$ cat config.mk
export PLATFORM = sky130hd
export DESIGN_NAME = gshare_predictor_flat
export DESIGN_NICKNAME = d
export VERILOG_FILES = /design/src/rtl/gshare_predictor_if.sv /design/src/rtl/gshare_predictor.sv /design/src/flat_wrapper.sv
export SDC_FILE = /design/constraint.sdc
export NUM_CORES = 2
export LEC_CHECK = 0
export ABC_AREA = 1
export BUFFER_PORTS_ARGS = -buffer_cell sky130_fd_sc_hd__buf_2
export CAP_MARGIN = 20
export CORE_ASPECT_RATIO = 0.8
export CORE_MARGIN = 2
export CORE_UTILIZATION = 40
export CTS_CLUSTER_SIZE = 14
export DETAILED_ROUTE_END_ITERATION = 8
export SLEW_MARGIN = 20
export SYNTH_ARGS = -nofsm -noshare
export SYNTH_HDL_FRONTEND = slang
export SYNTH_SLANG_ARGS = --single-unit
$ cat constraint.sdc
create_clock -name clk -period 14.4 [get_ports clk]
set_input_delay 3.6 -clock clk [delete_from_list [all_inputs] [get_ports clk]]
set_output_delay 3.6 -clock clk [all_outputs]
set_load 0.02 [all_outputs]
$ cat src/rtl/gshare_predictor_if.sv
// Fetch-side prediction and EX-side resolution signals of the gshare predictor.
// The pipeline acts as master; the predictor is the slave.
interface gshare_predictor_if #(
  parameter int PC_WIDTH = 32,
  parameter int PHT_BITS = 8,
  parameter int GHR_BITS = 8
);
  logic                pc_valid_unused_placeholder_n;
  logic [PC_WIDTH-1:0] pc;
  logic                fetch_valid;
  logic                pred_taken;
  logic [PC_WIDTH-1:0] pred_pc;
  logic [PHT_BITS-1:0] pred_idx;
  logic [GHR_BITS-1:0] pred_ghr;
  logic                ready;
  logic                upd_valid;
  logic [PC_WIDTH-1:0] upd_pc;
  logic                upd_is_branch;
  logic                upd_taken;
  logic [PC_WIDTH-1:0] upd_target;
  logic [PHT_BITS-1:0] upd_idx;
  logic [GHR_BITS-1:0] upd_ghr;
  logic                upd_mispredict;

  modport master (
    output pc, fetch_valid,
    output upd_valid, upd_pc, upd_is_branch, upd_taken, upd_target,
    output upd_idx, upd_ghr, upd_mispredict,
    input  pred_taken, pred_pc, pred_idx, pred_ghr, ready
  );

  modport slave (
    input  pc, fetch_valid,
    input  upd_valid, upd_pc, upd_is_branch, upd_taken, upd_target,
    input  upd_idx, upd_ghr, upd_mispredict,
    output pred_taken, pred_pc, pred_idx, pred_ghr, ready
  );
endinterface

$ cat src/rtl/gshare_predictor.sv
// gshare branch predictor: PHT indexed by PC XOR speculative GHR plus a tagged
// direct-mapped BTB, with an init sweep after every reset.
module gshare_predictor #(
  parameter int PC_WIDTH = 32,
  parameter int PHT_BITS = 8,
  parameter int GHR_BITS = 8,
  parameter int BTB_BITS = 5,
  parameter int CTR_BITS = 2
) (
  input logic clk,
  input logic reset,
  gshare_predictor_if.slave bus
);

  localparam int PHT_ENTRIES = 1 << PHT_BITS;
  localparam int BTB_ENTRIES = 1 << BTB_BITS;
  localparam int INIT_BITS   = (PHT_BITS > BTB_BITS) ? PHT_BITS : BTB_BITS;
  localparam int TAG_BITS    = PC_WIDTH - BTB_BITS - 2;
  localparam logic [INIT_BITS-1:0] INIT_LAST   = '1;
  localparam logic [CTR_BITS-1:0]  CTR_WEAK_NT = CTR_BITS'((1 << (CTR_BITS - 1)) - 1);

  typedef enum logic {INIT, READY} state_t;

  state_t                r_state;
  logic [INIT_BITS-1:0]  r_initIdx;
  logic                  r_ready;
  logic [GHR_BITS-1:0]   r_specGhr;

  logic [CTR_BITS-1:0]   r_pht       [PHT_ENTRIES];
  logic                  r_btbValid  [BTB_ENTRIES];
  logic                  r_btbCond   [BTB_ENTRIES];
  logic [TAG_BITS-1:0]   r_btbTag    [BTB_ENTRIES];
  logic [PC_WIDTH-1:0]   r_btbTarget [BTB_ENTRIES];

  logic [PHT_BITS-1:0]   w_ghrExt;
  logic [PHT_BITS-1:0]   w_phtIdx;
  logic [BTB_BITS-1:0]   w_btbIdx;
  logic [TAG_BITS-1:0]   w_tag;
  logic [CTR_BITS-1:0]   w_ctr;
  logic                  w_hit;
  logic                  w_predTaken;
  logic                  w_updEn;
  logic [BTB_BITS-1:0]   w_updBtbIdx;
  logic [TAG_BITS-1:0]   w_updTag;
  logic [CTR_BITS-1:0]   w_updCtr;
  logic                  w_initPhtOk;
  logic                  w_initBtbOk;
  logic                  w_unusedBits;

  assign w_ghrExt    = PHT_BITS'(r_specGhr);
  assign w_phtIdx    = bus.pc[PHT_BITS+1:2] ^ w_ghrExt;
  assign w_btbIdx    = bus.pc[BTB_BITS+1:2];
  assign w_tag       = bus.pc[PC_WIDTH-1:BTB_BITS+2];
  assign w_ctr       = r_pht[w_phtIdx];
  // r_ready gates the hit so predictions drop the instant reset is asserted
  assign w_hit       = r_ready & r_btbValid[w_btbIdx] & (r_btbTag[w_btbIdx] == w_tag);
  assign w_predTaken = w_hit & (~r_btbCond[w_btbIdx] | w_ctr[CTR_BITS-1]);

  assign w_updEn     = bus.upd_valid & r_ready;
  assign w_updBtbIdx = bus.upd_pc[BTB_BITS+1:2];
  assign w_updTag    = bus.upd_pc[PC_WIDTH-1:BTB_BITS+2];
  assign w_updCtr    = r_pht[bus.upd_idx];

  assign w_initPhtOk = (r_initIdx >> PHT_BITS) == '0;
  assign w_initBtbOk = (r_initIdx >> BTB_BITS) == '0;
  assign w_unusedBits = ^{bus.pc[1:0], bus.upd_pc[1:0]};

  assign bus.pred_taken = w_predTaken;
  assign bus.pred_pc    = w_predTaken ? r_btbTarget[w_btbIdx] : bus.pc + PC_WIDTH'(4);
  assign bus.pred_idx   = w_phtIdx;
  assign bus.pred_ghr   = r_specGhr;
  assign bus.ready      = r_ready;

  // Table storage: swept during INIT, trained by EX resolutions afterwards
  always_ff @(posedge clk) begin
    if (!r_ready) begin
      if (w_initPhtOk) r_pht[r_initIdx[PHT_BITS-1:0]] <= CTR_WEAK_NT;
      if (w_initBtbOk) r_btbValid[r_initIdx[BTB_BITS-1:0]] <= 1'b0;
    end else if (w_updEn) begin
      if (bus.upd_is_branch) begin
        if (bus.upd_taken && (w_updCtr != '1))
          r_pht[bus.upd_idx] <= w_updCtr + CTR_BITS'(1);
        else if (!bus.upd_taken && (w_updCtr != '0))
          r_pht[bus.upd_idx] <= w_updCtr - CTR_BITS'(1);
      end
      if (bus.upd_taken) begin
        r_btbValid[w_updBtbIdx]  <= 1'b1;
        r_btbCond[w_updBtbIdx]   <= bus.upd_is_branch;
        r_btbTag[w_updBtbIdx]    <= w_updTag;
        r_btbTarget[w_updBtbIdx] <= bus.upd_target;
      end
    end
  end

  // Init sequencer and speculative history; mispredict recovery beats fetch shift
  always_ff @(posedge clk or negedge reset) begin
    if (!reset) begin
      r_state   <= INIT;
      r_initIdx <= '0;
      r_ready   <= 1'b0;
      r_specGhr <= '0;
    end else begin
      case (r_state)
        INIT: begin
          r_specGhr <= '0;
          if (r_initIdx == INIT_LAST) begin
            r_state   <= READY;
            r_ready   <= 1'b1;
            r_initIdx <= '0;
          end else begin
            r_initIdx <= r_initIdx + INIT_BITS'(1);
          end
        end
        READY: begin
          if (w_updEn && bus.upd_mispredict)
            r_specGhr <= bus.upd_is_branch ? GHR_BITS'({bus.upd_ghr, bus.upd_taken})
                                           : bus.upd_ghr;
          else if (bus.fetch_valid && w_hit && r_btbCond[w_btbIdx])
            r_specGhr <= GHR_BITS'({r_specGhr, w_predTaken});
        end
      endcase
    end
  end

endmodule

$ cat src/flat_wrapper.sv
// flat-port wrapper written by rule: the top's interface ports become plain ports
module gshare_predictor_flat 
#(
  parameter int PC_WIDTH = 32,
  parameter int PHT_BITS = 8,
  parameter int GHR_BITS = 8,
  parameter int BTB_BITS = 5,
  parameter int CTR_BITS = 2
)
  (clk, reset, bus_pc, bus_fetch_valid, bus_upd_valid, bus_upd_pc, bus_upd_is_branch, bus_upd_taken, bus_upd_target, bus_upd_idx, bus_upd_ghr, bus_upd_mispredict, bus_pred_taken, bus_pred_pc, bus_pred_idx, bus_pred_ghr, bus_ready);
  gshare_predictor_if #(.PC_WIDTH(PC_WIDTH), .PHT_BITS(PHT_BITS), .GHR_BITS(GHR_BITS)) bus_i ();
  input logic clk;
  input logic reset;
  input wire logic [$bits(bus_i.pc)-1:0] bus_pc;
  input wire logic [$bits(bus_i.fetch_valid)-1:0] bus_fetch_valid;
  input wire logic [$bits(bus_i.upd_valid)-1:0] bus_upd_valid;
  input wire logic [$bits(bus_i.upd_pc)-1:0] bus_upd_pc;
  input wire logic [$bits(bus_i.upd_is_branch)-1:0] bus_upd_is_branch;
  input wire logic [$bits(bus_i.upd_taken)-1:0] bus_upd_taken;
  input wire logic [$bits(bus_i.upd_target)-1:0] bus_upd_target;
  input wire logic [$bits(bus_i.upd_idx)-1:0] bus_upd_idx;
  input wire logic [$bits(bus_i.upd_ghr)-1:0] bus_upd_ghr;
  input wire logic [$bits(bus_i.upd_mispredict)-1:0] bus_upd_mispredict;
  output wire logic [$bits(bus_i.pred_taken)-1:0] bus_pred_taken;
  output wire logic [$bits(bus_i.pred_pc)-1:0] bus_pred_pc;
  output wire logic [$bits(bus_i.pred_idx)-1:0] bus_pred_idx;
  output wire logic [$bits(bus_i.pred_ghr)-1:0] bus_pred_ghr;
  output wire logic [$bits(bus_i.ready)-1:0] bus_ready;
  assign bus_i.pc = bus_pc;
  assign bus_i.fetch_valid = bus_fetch_valid;
  assign bus_i.upd_valid = bus_upd_valid;
  assign bus_i.upd_pc = bus_upd_pc;
  assign bus_i.upd_is_branch = bus_upd_is_branch;
  assign bus_i.upd_taken = bus_upd_taken;
  assign bus_i.upd_target = bus_upd_target;
  assign bus_i.upd_idx = bus_upd_idx;
  assign bus_i.upd_ghr = bus_upd_ghr;
  assign bus_i.upd_mispredict = bus_upd_mispredict;
  assign bus_pred_taken = bus_i.pred_taken;
  assign bus_pred_pc = bus_i.pred_pc;
  assign bus_pred_idx = bus_i.pred_idx;
  assign bus_pred_ghr = bus_i.pred_ghr;
  assign bus_ready = bus_i.ready;
  gshare_predictor #(.PC_WIDTH(PC_WIDTH), .PHT_BITS(PHT_BITS), .GHR_BITS(GHR_BITS), .BTB_BITS(BTB_BITS), .CTR_BITS(CTR_BITS)) u_core (.clk(clk), .reset(reset), .bus(bus_i));
endmodule
Word-level counts from Yosys, hierarchy flattened
Memory sizes are Yosys's and may differ from the RTL's.
Index checks and enable logic that the tools add are counted.
{"block": "op_classes", "n_addsub": 4, "n_eq_ne": 4, "mux": 34, "bitwise": 9, "reduce_logical": 11}
{"op": "$mux 8", "count": 5}
{"op": "$add 32x3->32 const B", "count": 1}
{"op": "$mux 32", "count": 1}
{"op": "$eq 25x25->1", "count": 1}
{"op": "$mux 1", "count": 24}
{"op": "$pmux 8 s2", "count": 1}
{"op": "$add 8x1->8 const B", "count": 1}
{"op": "$eq 8x8->1 const B", "count": 1}
{"op": "$logic_not 8->1", "count": 1}
{"op": "$xor 8x8->8", "count": 1}
{"op": "$logic_and 1x1->1", "count": 5}
{"op": "$mux 5", "count": 1}
{"op": "$and 1x1->1", "count": 4}
{"op": "$mux 2", "count": 2}
{"op": "$ne 3x3->1 const B", "count": 1}
{"op": "$add 2x1->2 const B", "count": 1}
{"op": "$ne 2x2->1 const B", "count": 1}
{"op": "$not 1->1", "count": 2}
{"op": "$or 1x1->1", "count": 2}
{"op": "$reduce_and 2->1", "count": 1}
{"op": "$reduce_bool 2->1", "count": 1}
{"op": "$reduce_or 2->1", "count": 1}
{"op": "$sub 2x1->2 const B", "count": 1}
{"op": "$logic_not 1->1", "count": 1}
{"op": "$reduce_or 1->1", "count": 1}
{"block": "word_totals", "register_bits": 18, "mem_bits_rw": 2400, "in_bits": 119, "out_inout_bits": 50, "wordCells": 71, "n_memories": 5}
{"name": "u_core.r_btbTarget", "depth": 32, "word_bits": 32, "read_ports": 1, "rd_clocked_by_memory_dff": 0, "write_ports": 1, "line_no": "gshare_predictor.sv:33", "rtl": "logic [PC_WIDTH-1:0] r_btbTarget [BTB_ENTRIES];"}
{"name": "u_core.r_btbTag", "depth": 32, "word_bits": 25, "read_ports": 1, "rd_clocked_by_memory_dff": 0, "write_ports": 1, "line_no": "gshare_predictor.sv:32", "rtl": "logic [TAG_BITS-1:0] r_btbTag [BTB_ENTRIES];"}
{"name": "u_core.r_pht", "depth": 256, "word_bits": 2, "read_ports": 2, "rd_clocked_by_memory_dff": 0, "write_ports": 1, "line_no": "gshare_predictor.sv:29", "rtl": "logic [CTR_BITS-1:0] r_pht [PHT_ENTRIES];"}
{"name": "u_core.r_btbCond", "depth": 32, "word_bits": 1, "read_ports": 1, "rd_clocked_by_memory_dff": 0, "write_ports": 1, "line_no": "gshare_predictor.sv:31", "rtl": "logic r_btbCond [BTB_ENTRIES];"}
{"name": "u_core.r_btbValid", "depth": 32, "word_bits": 1, "read_ports": 1, "rd_clocked_by_memory_dff": 0, "write_ports": 1, "line_no": "gshare_predictor.sv:30", "rtl": "logic r_btbValid [BTB_ENTRIES];"}

Depth between registers and ports, before layout
An unclocked memory read counts as a cell.
{"block": "logic_depth", "ltp_word": 12, "depth_mapped": 24, "depth_no_buf": 20}

Worst setup path after synthesis
No wires, ideal clock.
{"block": "synth_timing", "path_kind": "input port to flip-flop", "from": "input port bus_upd_valid", "to": "memory u_core.r_pht[0][1] (data pin)", "setup_time_ns": 2.246, "arrival_time_ns": 15.740, "required_time_ns": 12.154, "setup_slack_ns": -3.585, "cell_stages": 6, "n_path_buf": 0, "path_cell_list": "nand2_1 > nor2_1 > clkinv_1 > nor2_1 > a21oi_1 > a211oi_1"}
{"block": "synth_between", "elab_chain_cells": 7, "elab_cells_between_ends": 11, "classes_between": "mux (8); bitwise (2); reduce/logical (1)"}
{"element": "start, declared", "line_no": "flat_wrapper.sv:16", "rtl": "input wire logic [$bits(bus_i.upd_valid)-1:0] bus_upd_valid;"}
{"element": "$and 1x1->1 (*)", "line_no": "gshare_predictor.sv:59", "rtl": "assign w_updEn = bus.upd_valid & r_ready;"}
{"element": "$mux 1", "line_no": "gshare_predictor.sv:79", "rtl": "end else if (w_updEn) begin"}
{"element": "$mux 1", "line_no": "gshare_predictor.sv:76", "rtl": "if (!r_ready) begin"}
{"element": "$mux 1, on equally long branches", "line_no": "gshare_predictor.sv:82, gshare_predictor.sv:84"}
{"element": "$or 1x1->1 (no source line)"}
{"element": "$reduce_or 2->1 (no source line)"}
{"element": "$mux 2 (no source line) (*)"}
{"element": "end, declared", "line_no": "gshare_predictor.sv:29"}
Mark *: on every way between the ends. The rest lies on a longest branch, timed or not.

Worst setup path after layout
{"block": "layout_timing", "from": "input port bus_pc[2]", "to": "output port bus_pred_pc[18]"}
{"block": "layout_between", "elab_chain_cells": 5, "elab_cells_between_ends": 14, "classes_between": "add/sub (1); eq/ne (1); mux (1); bitwise (6); memory (5)"}
{"element": "start, declared", "line_no": "flat_wrapper.sv:14", "rtl": "input wire logic [$bits(bus_i.pc)-1:0] bus_pc;"}
{"element": "$xor 8x8->8, or another cell as far along", "line_no": "gshare_predictor.sv:51", "rtl": "assign w_phtIdx = bus.pc[PHT_BITS+1:2] ^ w_ghrExt;"}
{"element": "$mem_v2 256x2, or another cell as far along"}
{"element": "$or 1x1->1 or $and 1x1->1 (tied branches)", "line_no": "gshare_predictor.sv:57, gshare_predictor.sv:56"}
{"element": "$and 1x1->1", "line_no": "gshare_predictor.sv:57", "rtl": "assign w_predTaken = w_hit & (~r_btbCond[w_btbIdx] | w_ctr[CTR_BITS-1]);"}
{"element": "$mux 32 (*)", "line_no": "gshare_predictor.sv:69", "rtl": "assign bus.pred_pc = w_predTaken ? r_btbTarget[w_btbIdx] : bus.pc + PC_WIDTH'(4);"}
{"element": "end, declared", "line_no": "flat_wrapper.sv:25", "rtl": "output wire logic [$bits(bus_i.pred_pc)-1:0] bus_pred_pc;"}
Marks and branches as above.

==> impl_metrics.env <==
export IMPL_worst_slack_ns=1.344
export IMPL_synth_compound_area_share_pct=10.77
export IMPL_die_x_um=563.2
export IMPL_routed_wl_um=320300
export IMPL_rows=164
export IMPL_synth_cells=8319
export IMPL_pwr_share_seq_pct=53.4
export IMPL_endpoint_kind="primary output"
export IMPL_ys_async_sr_fraction_pct=0.7444
export IMPL_clock_latency_ns=0.92
export IMPL_nNetsFinal=8394
export IMPL_synth_edf_count=2400
export IMPL_fin_cells=11789
export IMPL_synthMuxAreaShare_pct=0
export IMPL_cts_htree_levels=4
export IMPL_fin_skew_ns=0.1070
export IMPL_antenna_found_initial=40
export IMPL_core_um2=249100
export IMPL_wl_per_cell_um=27.17
export IMPL_syn_avg_cell_area_um2=12.03
export IMPL_most_common_layout_cells="2,400 x edfxtp_1, 1,515 x nor2_1, 1,140 x o21ai_0"
export IMPL_port_buffers=166
export IMPL_clkPwrFrac_pct=40.6
export IMPL_path_class="in2out"
export IMPL_startpoint_type="input pin"
export IMPL_max_freq_mhz=76.59
export IMPL_maxCapViolCount=0
export IMPL_finalCriticalPeriod_ns=13.06
export IMPL_holdWs_ns=0.5950
export IMPL_cts_tree="built"
export IMPL_p_leak_nw=35.65
export IMPL_yosysWarnings=0
export IMPL_reg2regPathDepth=17
export IMPL_slew_headroom_pct=21.84
export IMPL_hold_viol=0
export IMPL_grt_max_degree=257
export IMPL_clock_sinks=2418
export IMPL_cts_buffers=231
export IMPL_multiInputGateArea_um2=25160
export IMPL_ios=169
export IMPL_crit_arrival_ns=9.46
export IMPL_synth_cell_type_count=42
export IMPL_p_sw_share_pct=22.77
export IMPL_worst_ep_required_time_ns=10.80
export IMPL_synthAdderAreaFrac_pct=0.02501
export IMPL_grt_pass1_vias=64873
export IMPL_syn_num_nets=8440
export IMPL_via_per_inst=5.982
export IMPL_p_int_mw=11.14
export IMPL_ys_top_cells_by_area="edfxtp_1 72%, nor2_1 5.8%, o21ai_0 5.7%"
export IMPL_tightest_slew_ns=1.160
export IMPL_path_max_fanout=117
export IMPL_via_count=70521
export IMPL_p_sw_mw=3.283
export IMPL_cts_buffer_depth=4
export IMPL_cts_root_buf="clkbuf_16"
export IMPL_yosysTopAreaCell="edfxtp_1"
export IMPL_die_height_um=451.4
export IMPL_setup_tns_final_ns=0
export IMPL_hpwlAfterDp_um=168200
export IMPL_setup_violations=0
export IMPL_grt_usage_pct=24.41
export IMPL_ys_ff_latch=2418
export IMPL_ff_latch_area_um2=72520
export IMPL_drc=0
export IMPL_cts_setup_buffers=0
export IMPL_antenna_left=0
export IMPL_yosys_area_share_simple_pct=13.63
export IMPL_initialDrtViolationCount=10998
export IMPL_syn_area_um2=100100
export IMPL_dp_cells=11358
export IMPL_p_comb_share_pct=6.0
export IMPL_synth_xor_area_share_pct=0.3414
export IMPL_layout_commonest_cell="edfxtp_1"
export IMPL_period_share_pct=90.67
export IMPL_rsz0062_at_grt="no"
export IMPL_fill_cells=22459
export IMPL_area_delta_synth_final_pct=11.41
export IMPL_grt_overflow_total=0
export IMPL_clkTransAtPathRegs_ns=0.06
export IMPL_ir_drop_v=0.0001190
export IMPL_first_pass_iters=8
export IMPL_layout_drive_gt1_share_pct=8.416
export IMPL_synth_top_area_share_pct=72.02
export IMPL_grt_pass1_wl_um=456200
export IMPL_final_cell_area_um2=111500
export IMPL_cts_hold_fix_buffers=0
export IMPL_hp_class="reg2reg"
export IMPL_synth_top_family_by_area="simple AND/OR/NAND/NOR gates"
export IMPL_maxSlewViolCount=0
export IMPL_ys_seq_area_share_pct=72.47
export IMPL_initial_core_util_pct=40.17
export IMPL_place_congestion=0.9195
export IMPL_cts_resized=0
export IMPL_post_place_ws_ns=1.490
export IMPL_whs_path_depth=1
export IMPL_status="completed"
export IMPL_dpl_cell_area_um2=104300
export IMPL_synth_top_flop_cell="edfxtp_1"
export IMPL_powerDensity_nw_per_um2=129.4
export IMPL_die_area_um2=254200
## per-layer routing
metal	up-vias	track usage (%)	wire (um)
li1	30467	-	-
met1	35138	34.46	129800
met2	4230	37.91	145300
met3	666	5.134	35150
met4	20	7.426	9913
met5	-	0	127
## final timing paths
check / startpoint / slack [ns] / endpoint
max reg2reg: u_core.r_pht[239][0]$_DFFE_PP_ / 9.39 / u_core.r_pht[42][0]$_DFFE_PP_
min reg2reg: u_core.r_initIdx[4]$_DFFE_PN0N_ / 0.60 / u_core.r_initIdx[4]$_DFFE_PN0N_
min: u_core.r_initIdx[4]$_DFFE_PN0N_ / 0.60 / u_core.r_initIdx[4]$_DFFE_PN0N_
max: bus_pc[2] / 1.34 / bus_pred_pc[18]
max in group asynchronous: reset / 11.37 / u_core.r_initIdx[1]$_DFFE_PN0N_
min in group asynchronous: reset / 2.71 / u_core.bus.pred_ghr[6]$_DFFE_PN0P_
## cell type report
type	instances	area share, %
clock buffers	285	5.405
diodes	9	0.02020
clock inverters	135	0.9405
flip-flops and latches	2418	65.05
well taps	3320	3.726
repair buffers	314	1.982
multi-input cells	5229	22.57
inverters	79	0.3019
## power by group through the flow
stage	logic, mW	registers (mW)	clock network (mW)
2_1_floorplan	0.481	7.86	0
3_3_place_gp	0.829	7.86	0
3_5_place_dp	0.841	7.86	0
4_1_cts	0.843	7.70	5.92
5_1_grt	0.926	7.70	6.19
6_report	0.863	7.70	5.85
## sequential cells by signal, summed over array words and instances, names as in the netlist
register / count
u_core.r_btbTarget: 1024
u_core.r_btbTag: 800
u_core.r_pht: 512
u_core.r_btbCond: 32
u_core.r_btbValid: 32
u_core.bus.pred_ghr: 8
u_core.r_initIdx: 8
u_core.bus.ready: 1
u_core.r_state: 1
## kinds of logic after synthesis
family,after synthesis
and+or+nand+nor,3330
DFF,2418
AOI/OAI and AO/OA,1858
buffers and inverters,672
xor gates and xnor gates,39
adders and majority gates,2
## worst max-delay path: stages
cell      delay, ns
buf_8          0.50
inv_8          0.43
buf_4          0.47
o21ai_0        0.27
o211ai_1       0.11
nand3_1        0.13
nand3_1        0.10
o21ai_0        0.71
or2_2          0.25
nand3_1        0.06
nor2_1         0.10
nand2_1        0.06
nor2_1         0.54
nand2_2        0.52
inv_1          0.78
o21ai_0        0.39
buf_2          0.27
## per-stage QoR
stage               total power [mW]  utilization, %
global route                   14.81           44.75
detailed placement             8.696           41.88
global placement               8.684           41.88
CTS                            14.46           44.72
finish                         14.42           44.75
floorplan                      8.339               -
## cell usage after synthesis, types with 47 or more instances
cell	number
clkbuf_1	422
o21ai_0	1140
inv_1	66
a31oi_1	47
o221ai_1	120
buf_2	131
nand2_1	976
o211ai_1	126
edfxtp_1	2400
nand3_1	691
nor2_1	1549
o22ai_1	300
nand4_1	55
No activity file was read; power rests on OpenSTA's default activity.
